==> src/rtl/reconciled_key_reader_pkg.sv <==
// Shared reconciled-key parameters and reader FSM state encoding.
// Contents: BRAM geometry, frame size, default read latency and buffer depth,
// and the reader_state_t enum used by reconciled_key_reader.
package reconciled_key_reader_pkg;

    localparam int unsigned RECONCILED_KEY_ADDR_WIDTH = 15;
    localparam int unsigned RECONCILED_KEY_DATA_WIDTH = 64;
    localparam int unsigned RECONCILED_FRAME_WORDS    = 256;
    localparam int unsigned RECONCILED_RD_LATENCY     = 2;
    localparam int unsigned RECONCILED_FIFO_DEPTH     = 4;

    typedef enum logic [1:0] {
        IDLE  = 2'd0,
        READ  = 2'd1,
        DRAIN = 2'd2
    } reader_state_t;

endpackage

==> src/rtl/reconciled_key_reader_if.sv <==
// Reconciled-key output stream (valid/ready with last flag).
// Ports: m_key_data, m_key_valid, m_key_last driven by the master;
// m_key_ready driven by the slave (privacy-amplification input).
interface reconciled_key_reader_if
    import reconciled_key_reader_pkg::*;
#(
    parameter int unsigned DATA_WIDTH = RECONCILED_KEY_DATA_WIDTH
) ();

    logic [DATA_WIDTH-1:0] m_key_data;
    logic                  m_key_valid;
    logic                  m_key_ready;
    logic                  m_key_last;

    modport master (
        output m_key_data,
        output m_key_valid,
        output m_key_last,
        input  m_key_ready
    );

    modport slave (
        input  m_key_data,
        input  m_key_valid,
        input  m_key_last,
        output m_key_ready
    );

endinterface

==> src/rtl/reconciled_key_reader_key_out_fifo.sv <==
// key_out_fifo: synchronous first-word-fall-through FIFO with occupancy count.
// Ports: clk, rst (sync, active-high), wr_en/wr_data push, rd_en pop
// (ignored when empty), rd_data head word (zero when empty), valid (not empty),
// count (current occupancy, registered).
module key_out_fifo #(
    parameter  int unsigned DEPTH = 4,
    parameter  int unsigned WIDTH = 64,
    localparam int unsigned CNT_W = $clog2(DEPTH + 1)
) (
    input  logic             clk,
    input  logic             rst,
    input  logic             wr_en,
    input  logic [WIDTH-1:0] wr_data,
    input  logic             rd_en,
    output logic [WIDTH-1:0] rd_data,
    output logic             valid,
    output logic [CNT_W-1:0] count
);

    localparam int unsigned PTR_W = (DEPTH > 1) ? $clog2(DEPTH) : 1;

    logic [WIDTH-1:0] mem [DEPTH];
    logic [PTR_W-1:0] wr_ptr;
    logic [PTR_W-1:0] rd_ptr;
    logic             do_rd_c;
    logic [CNT_W-1:0] count_next_c;

    // Wrap explicitly so non-power-of-two depths work.
    function automatic logic [PTR_W-1:0] ptr_inc(input logic [PTR_W-1:0] p);
        return (p == PTR_W'(DEPTH - 1)) ? '0 : p + PTR_W'(1);
    endfunction

    always_comb begin
        do_rd_c      = rd_en && valid;
        count_next_c = count + CNT_W'(wr_en) - CNT_W'(do_rd_c);
    end

    // Storage array; no reset needed, contents are qualified by count.
    always_ff @(posedge clk) begin
        if (wr_en) begin
            mem[wr_ptr] <= wr_data;
        end
    end

    // Pointers, occupancy and a registered not-empty flag.
    always_ff @(posedge clk) begin
        if (rst) begin
            wr_ptr <= '0;
            rd_ptr <= '0;
            count  <= '0;
            valid  <= 1'b0;
        end else begin
            if (wr_en) begin
                wr_ptr <= ptr_inc(wr_ptr);
            end
            if (do_rd_c) begin
                rd_ptr <= ptr_inc(rd_ptr);
            end
            count <= count_next_c;
            valid <= (count_next_c != '0);
        end
    end

    assign rd_data = valid ? mem[rd_ptr] : '0;

endmodule

==> src/rtl/reconciled_key_reader.sv <==
// Reads one reconciled-key frame from BRAM port B and streams it to PA.
// Ports: clk, rst (sync, active-high); start_frame/key_addr_index/
// verification_fail request; busy, frame_done, frame_dropped, start_overrun
// status; reconciledkey_* BRAM port B; key_if master stream (data/valid/last,
// ready). Failed-verification frames are dropped without touching the BRAM.
module reconciled_key_reader
    import reconciled_key_reader_pkg::*;
#(
    parameter int unsigned ADDR_WIDTH  = RECONCILED_KEY_ADDR_WIDTH,
    parameter int unsigned DATA_WIDTH  = RECONCILED_KEY_DATA_WIDTH,
    parameter int unsigned FRAME_WORDS = RECONCILED_FRAME_WORDS,
    parameter int unsigned RD_LATENCY  = RECONCILED_RD_LATENCY,
    parameter int unsigned FIFO_DEPTH  = RECONCILED_FIFO_DEPTH
) (
    input  logic                  clk,
    input  logic                  rst,
    input  logic                  start_frame,
    input  logic                  key_addr_index,
    input  logic                  verification_fail,
    output logic                  busy,
    output logic                  frame_done,
    output logic                  frame_dropped,
    output logic                  start_overrun,
    output logic                  reconciledkey_clkb,
    output logic                  reconciledkey_enb,
    output logic [ADDR_WIDTH-1:0] reconciledkey_addrb,
    input  logic [DATA_WIDTH-1:0] reconciledkey_doutb,
    reconciled_key_reader_if.master key_if
);

    localparam int unsigned CNT_W = $clog2(FRAME_WORDS + 1);
    localparam int unsigned OCC_W = $clog2(FIFO_DEPTH + 1);
    localparam int unsigned SUM_W = $clog2(FIFO_DEPTH + RD_LATENCY + 2);
    localparam int unsigned OFS_W = ADDR_WIDTH - 1;

    reader_state_t         state;
    logic                  index_q;
    logic [CNT_W-1:0]      issue_cnt;
    logic [CNT_W-1:0]      out_cnt;
    logic [RD_LATENCY-1:0] pipe;
    logic [OCC_W-1:0]      fifo_count;
    logic                  fifo_valid;
    logic [DATA_WIDTH-1:0] fifo_data;
    logic                  pop_c;
    logic                  credit_c;
    logic [SUM_W-1:0]      pending_c;

    assign reconciledkey_clkb = clk;

    // Credit: buffered words plus every read not yet landed (the enb register
    // and the latency pipe). A pop on this edge frees a slot, so it is
    // subtracted; that keeps one word per cycle with ready high while the
    // total never exceeds FIFO_DEPTH.
    always_comb begin
        pop_c     = fifo_valid && key_if.m_key_ready;
        pending_c = SUM_W'(fifo_count) + SUM_W'(reconciledkey_enb);
        for (int unsigned i = 0; i < RD_LATENCY; i++) begin
            pending_c = pending_c + SUM_W'(pipe[i]);
        end
        credit_c = (pending_c - SUM_W'(pop_c)) < SUM_W'(FIFO_DEPTH);
    end

    // In-flight tracker aligned with the BRAM read latency.
    always_ff @(posedge clk) begin
        if (rst) begin
            pipe <= '0;
        end else begin
            pipe[0] <= reconciledkey_enb;
            for (int unsigned i = 1; i < RD_LATENCY; i++) begin
                pipe[i] <= pipe[i-1];
            end
        end
    end

    key_out_fifo #(
        .DEPTH (FIFO_DEPTH),
        .WIDTH (DATA_WIDTH)
    ) u_fifo (
        .clk     (clk),
        .rst     (rst),
        .wr_en   (pipe[RD_LATENCY-1]),
        .wr_data (reconciledkey_doutb),
        .rd_en   (key_if.m_key_ready),
        .rd_data (fifo_data),
        .valid   (fifo_valid),
        .count   (fifo_count)
    );

    // Reader FSM, read issue and output counting.
    always_ff @(posedge clk) begin
        if (rst) begin
            state               <= IDLE;
            busy                <= 1'b0;
            frame_done          <= 1'b0;
            frame_dropped       <= 1'b0;
            start_overrun       <= 1'b0;
            reconciledkey_enb   <= 1'b0;
            reconciledkey_addrb <= '0;
            index_q             <= 1'b0;
            issue_cnt           <= '0;
            out_cnt             <= '0;
        end else begin
            frame_done        <= 1'b0;
            frame_dropped     <= 1'b0;
            start_overrun     <= 1'b0;
            reconciledkey_enb <= 1'b0;
            if (pop_c) begin
                out_cnt <= out_cnt + CNT_W'(1);
            end
            case (state)
                IDLE: begin
                    if (start_frame) begin
                        if (verification_fail) begin
                            frame_dropped <= 1'b1;
                        end else begin
                            // Buffer is empty here, so word 0 issues at once.
                            index_q             <= key_addr_index;
                            busy                <= 1'b1;
                            reconciledkey_enb   <= 1'b1;
                            reconciledkey_addrb <= {key_addr_index, OFS_W'(0)};
                            issue_cnt           <= CNT_W'(1);
                            out_cnt             <= '0;
                            state               <= (FRAME_WORDS > 1) ? READ : DRAIN;
                        end
                    end
                end
                READ: begin
                    if (start_frame) begin
                        start_overrun <= 1'b1;
                    end
                    if (credit_c) begin
                        reconciledkey_enb   <= 1'b1;
                        reconciledkey_addrb <= {index_q, OFS_W'(issue_cnt)};
                        issue_cnt           <= issue_cnt + CNT_W'(1);
                        if (issue_cnt == CNT_W'(FRAME_WORDS - 1)) begin
                            state <= DRAIN;
                        end
                    end
                end
                DRAIN: begin
                    if (start_frame) begin
                        start_overrun <= 1'b1;
                    end
                    if (pop_c && (out_cnt == CNT_W'(FRAME_WORDS - 1))) begin
                        state      <= IDLE;
                        busy       <= 1'b0;
                        frame_done <= 1'b1;
                    end
                end
                default: begin
                    state <= IDLE;
                    busy  <= 1'b0;
                end
            endcase
        end
    end

    assign key_if.m_key_valid = fifo_valid;
    assign key_if.m_key_data  = fifo_data;
    assign key_if.m_key_last  = fifo_valid && (out_cnt == CNT_W'(FRAME_WORDS - 1));

endmodule

==> src/flat_wrapper.sv <==
// flat-port wrapper written by rule: the top's interface ports become plain ports
module reconciled_key_reader_flat import reconciled_key_reader_pkg::*;
#(
    parameter int unsigned ADDR_WIDTH  = RECONCILED_KEY_ADDR_WIDTH,
    parameter int unsigned DATA_WIDTH  = RECONCILED_KEY_DATA_WIDTH,
    parameter int unsigned FRAME_WORDS = RECONCILED_FRAME_WORDS,
    parameter int unsigned RD_LATENCY  = RECONCILED_RD_LATENCY,
    parameter int unsigned FIFO_DEPTH  = RECONCILED_FIFO_DEPTH
)
  (clk, rst, start_frame, key_addr_index, verification_fail, busy, frame_done, frame_dropped, start_overrun, reconciledkey_clkb, reconciledkey_enb, reconciledkey_addrb, reconciledkey_doutb, key_if_m_key_data, key_if_m_key_valid, key_if_m_key_last, key_if_m_key_ready);
  reconciled_key_reader_if #(.DATA_WIDTH(DATA_WIDTH)) key_if_i ();
  input  logic clk;
  input  logic rst;
  input  logic start_frame;
  input  logic key_addr_index;
  input  logic verification_fail;
  output logic busy;
  output logic frame_done;
  output logic frame_dropped;
  output logic start_overrun;
  output logic reconciledkey_clkb;
  output logic reconciledkey_enb;
  output logic [ADDR_WIDTH-1:0] reconciledkey_addrb;
  input  logic [DATA_WIDTH-1:0] reconciledkey_doutb;
  output wire logic [$bits(key_if_i.m_key_data)-1:0] key_if_m_key_data;
  output wire logic [$bits(key_if_i.m_key_valid)-1:0] key_if_m_key_valid;
  output wire logic [$bits(key_if_i.m_key_last)-1:0] key_if_m_key_last;
  input wire logic [$bits(key_if_i.m_key_ready)-1:0] key_if_m_key_ready;
  assign key_if_m_key_data = key_if_i.m_key_data;
  assign key_if_m_key_valid = key_if_i.m_key_valid;
  assign key_if_m_key_last = key_if_i.m_key_last;
  assign key_if_i.m_key_ready = key_if_m_key_ready;
  reconciled_key_reader #(.ADDR_WIDTH(ADDR_WIDTH), .DATA_WIDTH(DATA_WIDTH), .FRAME_WORDS(FRAME_WORDS), .RD_LATENCY(RD_LATENCY), .FIFO_DEPTH(FIFO_DEPTH)) u_core (.clk(clk), .rst(rst), .start_frame(start_frame), .key_addr_index(key_addr_index), .verification_fail(verification_fail), .busy(busy), .frame_done(frame_done), .frame_dropped(frame_dropped), .start_overrun(start_overrun), .reconciledkey_clkb(reconciledkey_clkb), .reconciledkey_enb(reconciledkey_enb), .reconciledkey_addrb(reconciledkey_addrb), .reconciledkey_doutb(reconciledkey_doutb), .key_if(key_if_i));
endmodule
==> config.mk <==
export PLATFORM = sky130hd
export DESIGN_NAME = reconciled_key_reader_flat
export DESIGN_NICKNAME = d
export VERILOG_FILES = /design/src/rtl/reconciled_key_reader_pkg.sv /design/src/rtl/reconciled_key_reader_if.sv /design/src/rtl/reconciled_key_reader_key_out_fifo.sv /design/src/rtl/reconciled_key_reader.sv /design/src/flat_wrapper.sv
export SDC_FILE = /design/constraint.sdc
export NUM_CORES = 1
export LEC_CHECK = 0
export BUFFER_PORTS_ARGS = -buffer_cell sky130_fd_sc_hd__buf_2
export CAP_MARGIN = 10
export CORE_MARGIN = 2
export CORE_UTILIZATION = 41
export CTS_CLUSTER_SIZE = 8
export DETAILED_ROUTE_END_ITERATION = 16
export PLACE_DENSITY_LB_ADDON = 0.2
export SETUP_SLACK_MARGIN = 0.05
export SYNTH_ARGS = -nofsm -noshare
export SYNTH_HDL_FRONTEND = slang
export SYNTH_SLANG_ARGS = --single-unit
==> constraint.sdc <==
create_clock -name clk -period 4.67 [get_ports clk]
set_input_delay 0.2335 -clock clk [delete_from_list [all_inputs] [get_ports clk]]
set_output_delay 0.2335 -clock clk [all_outputs]
set_load 0.005 [all_outputs]
After elaboration in Yosys (flattened, before gate mapping):

Memories as Yosys holds them, arrays and structs flattened. A register that Yosys moved wholly into a read port is not among the register bits.
Cells that the tools add are included.

* equal/unequal tests: 11
* shift-type cells: 0
* reductions and logical operators: 14
* order comparisons: 1
* divide/modulo/power cells: 0
* bitwise logic cells: 6
* muxes and demuxes: 36
* $add $sub $neg: 10
* multiply operators: 0

Operators by type and width (count)
* 64-bit two-way mux: 1
* 9-bit two-way mux: 7
* 15-bit two-way mux: 3
* 15-bit case mux with 2 select lines: 1
* 9-bit by 1-bit adder with 9-bit output (second input constant): 2
* 9-bit by 8-bit equality test with 1-bit output (second input constant): 2
* 2-bit two-way mux: 9
* 9-bit case mux with 2 select lines: 1
* 3-bit by 1-bit adder with 3-bit output: 4
* 1-bit two-way mux: 11
* 4-bit AND reduction: 2
* 2-bit equality test (second input constant): 3
* 2-bit by 1-bit != test with 1-bit output (second input constant): 3
* 1-bit inverter: 6
* 2-bit case mux with 3 select lines: 1
* 2-bit OR reduction: 3
* 3-bit by 1-bit subtractor with 3-bit output: 2
* 5-bit AND reduction: 1
* 2-bit by 1-bit adder with 2-bit output (second input constant): 2
* 2-bit != test (second input constant): 2
* 1-bit logical AND: 3
* 3-bit < comparator (second input constant): 1
* 1-bit case mux with 3 select lines: 1
* 3-bit AND reduction: 1
* 6 further kinds: 6

* bits of input ports: 70
* memory bits (read-only): 0
* memories: 1
* RAM bits: 256
* bits in latches: 0
* output and inout bits: 87
* word-level logic and storage cells: 94
* register bits after elaboration: 51

Memories
* u_core.u_fifo.mem: words 4, width 64, read ports 1, clocked after memory_dff 1, wr ports 1, line reconciled_key_reader_key_out_fifo.sv:22 `logic [WIDTH-1:0] mem [DEPTH];`

Depth between registers and ports, before layout:

* depth in word-level cells: 7
* depth in mapped cells: 13
* gate-level depth less buffers: 10

By module:

A second synthesis with hierarchy kept.

* cell total of the unflattened synthesis: 678
* area total of the unflattened synthesis: 12224.2 µm²

Modules (own cells, without submodules)
* key_out_fifo: times used 1, cells each 452, sequential area each 7887.6 µm², area an instance 10233.6 µm²
* reconciled_key_reader: times used 1, cells each 226, sequential area each 760.7 µm², area an instance 1990.7 µm²

==> metrics.yaml <==
outcome:
  status: "completed"
clocking:
  post_cts_buffers: 0
  ctsResizeCount: 0
  cts_tree: "yes"
  path_clk_slew_ns: 0.05
  insertion_delay_ns: 0.62
drt:
  routed_wl_um: 24000
  route.detailed.drc: 0
  wire_per_inst_um: 18.1
  drt_iter0_drc: 389
  vias: 6802
  vias_per_cell: 5.13
  final_antenna_net_count: 0
  drt_pass1_iterations: 6
logic_synthesis:
  netlist_area_um2: 12200
  synth_edf_count: 256
  synth_top_family_by_area: "multiplexers"
  syn_area_per_cell_um2: 17.6
  synthTopCellsByCount: "edfxtp_1, and2_1, mux4_2, dfxtp_1, clkbuf_1"
  synth_flop_cell: "edfxtp_1"
  ys.warnings.count: 0
  synth-adder-area-share: 0.0208
  synthCells: 689
  seq_area_frac_synth: 0.711
  synthMuxAreaShare: 0.122
  yosys.area_share.simple: 0.0702
  ys_ff_latch: 304
  synth.most_common_cell: "edfxtp_1"
  synth_xor_area_frac: 0.00967
  synth.area.top_cells: "edfxtp_1, mux4_2, dfxtp_1, and2_1, ha_1"
  yosysTopAreaCell: "edfxtp_1"
  synthArstFlopShare: 0
  synth_cell_types: 50
  synth_top_area_frac: 0.632
  synth-compound-area-share: 0.0420
timing:
  slew_violations: 0
  setup_viol: 0
  worstMarginPinSlew_ns: 1.01
  hold_viol: 0
  tns_ns: 0
  clock_skew_ns: 0.00979
  fin_crit_ns: 3.46
  timing.final.crit_share: 0.740
  setup_ws_ns: 1.21
  rsz0062_at_grt: "false"
  timing.fmax_mhz: 289
  slew_headroom: 0.325
die:
  die_area_um2: 31100
  initial_core_util: 0.414
  io_pins: 157
  core-area_um2: 29400
  die_h_um: 176
  rows: 63
  die_x_um: 176
min_path:
  worst_hold_path_type: "in2reg"
global_route:
  met3_usage: 0.0329
  grt-ovfl-total: 0
  grt_pass1_wl_um: 37700
  met2_usage: 0.260
  grt_use_total: 0.155
  grt_busiest_layer: "met2"
  grt_use_met1: 0.203
  grt_pass1_vias: 7034
  grt_max_degree: 68
  antenna_found_initial: 2
pwr:
  p_seq_frac: 0.433
  p_clk_frac: 0.392
  switching_share: 0.252
  power_uw: 7210
  ir_drop_uv: 240
  p_per_area_nw_per_um2: 475
  power_switching_uw: 1810
  share_comb_of_total_power: 0.175
  leakagePower_uw: 0.00534
  internal_power_uw: 5390
critical_path:
  r2r_end: "u_core.issue_cnt[0]"
  criticalPathCategory: "reg2reg"
  rr_worst_depth: 10
  path_max_fanout: 18
  crit_start: "u_core.u_fifo.valid"
  cp-start-kind: "register"
  worst_setup_path_end_kind: "register"
  crit_arrival_ns: 3.96
  crit_path_end: "u_core.issue_cnt[0]"
  required_ns: 5.18
  reg2reg_slack_ns: 1.21
  rr_startpoint: "u_core.u_fifo.valid"
job:
  maxCapViolCount: 0
placed_design:
  place_area_um2: 13300
  io_buffers: 151
  hpwlAfterDp_um: 12900
  dp_slack_ns: 1.15
  place.gp.congestion: 0.751
cells_and_area:
  drive_gt1_frac: 0.299
  syn_to_final_growth_pct: 24.9
  stdcell_area_um2: 15200
  nets: 1009
  post-route-util: 0.516
cell type report:
cell class              instances  area (um^2)
diodes                          2         5.00
clock buffers                  61         1210
clock inverters                 2         32.5
fillers                      2422        14200
inverters                      19         71.3
multi-input cells             324         3240
flip-flops and latches        304         8650
well taps                     390          488
repair buffers                224         1480
routing by layer:
metal	vias to the layer above	routed length (um)
li1	3168	-
met1	3409	10400
met2	186	11900
met3	39	1260
met4	0	369
met5	-	0
flip-flops by register name, indices dropped and copies added (netlist names), 3 cells and up, named ones only:
name                        count
u_core.issue_cnt                9
u_core.out_cnt                  9
u_core.reconciledkey_addrb     10
u_core.u_fifo.count             3
u_core.u_fifo.mem             256
power groups by stage:
stage               combinational (uW)  clock (uW)  sequential, uW
floorplan                          859        13.9            3120
global placement                  1240        9.30            3170
detailed placement                1240        9.30            3170
CTS                               1290        2900            3120
global route                      1400        3010            3130
finish                            1260        2820            3120
metrics by stage:
stage               hold WS, ns  cells
floorplan                 0.314    693
global placement          0.316   1194
detailed placement        0.316   1194
CTS                       0.126   1324
global route              0.155   1326
finish                    0.139   1326
cell families after synthesis:
group	count (synthesis)
flip-flops	304
AND/OR/NAND/NOR	149
AO/OA/AOI/OAI	73
multiplexers	68
buffers and inverters	65
adder cells (fa/ha/maj)	19
XOR/XNOR	10
other	1
worst max-delay path, stage by stage, from the launching register on:
cell and delay, ns:
dfxtp_2 0.31, nand2_1 0.21, clkinv_1 0.32, ha_1 0.40, fa_1 0.38, inv_1 0.06
ha_1 0.22, and3b_1 0.28, nor4_4 0.74, nor3_1 0.17, o211a_1 0.25
how the worst min path moves through the flow:
| stage | depth (start not counted) | slack (ns) | endpoint | startpoint |
|---|---|---|---|---|
| global route | 2 | 0.15 | u_core.u_fifo.wr_ptr[1] | rst |
| detailed placement | 1 | 0.32 | reconciledkey_clkb | clk |
| finish | 2 | 0.14 | u_core.pipe[0] | rst |
| global placement | 1 | 0.32 | reconciledkey_clkb | clk |
| floorplan | 1 | 0.31 | reconciledkey_clkb | clk |
| CTS | 2 | 0.13 | u_core.u_fifo.count[1] | rst |
placed cells by master (no fill, tap or decap), types with 9 or more instances in the layout:
cell type / instances
edfxtp_1: 256
buf_2: 151
dlygate4sd3_1: 68
and2_1: 65
mux4_2: 64
clkbuf_16: 46
dfxtp_1: 45
nor2_1: 20
a21oi_1: 19
inv_1: 17
o31ai_1: 17
ha_1: 17
nand2_1: 15
clkbuf_1: 14
o2111ai_1: 12
nand4_1: 9
nand3_1: 9
what timing repair did:
item | in CTS | in global routing
endpoints found under the setup margin | 0 | 0
hold endpoints to repair | 263 | 0
hold buffers | 68 | 0
No activity file was read; power rests on OpenSTA's default activity.
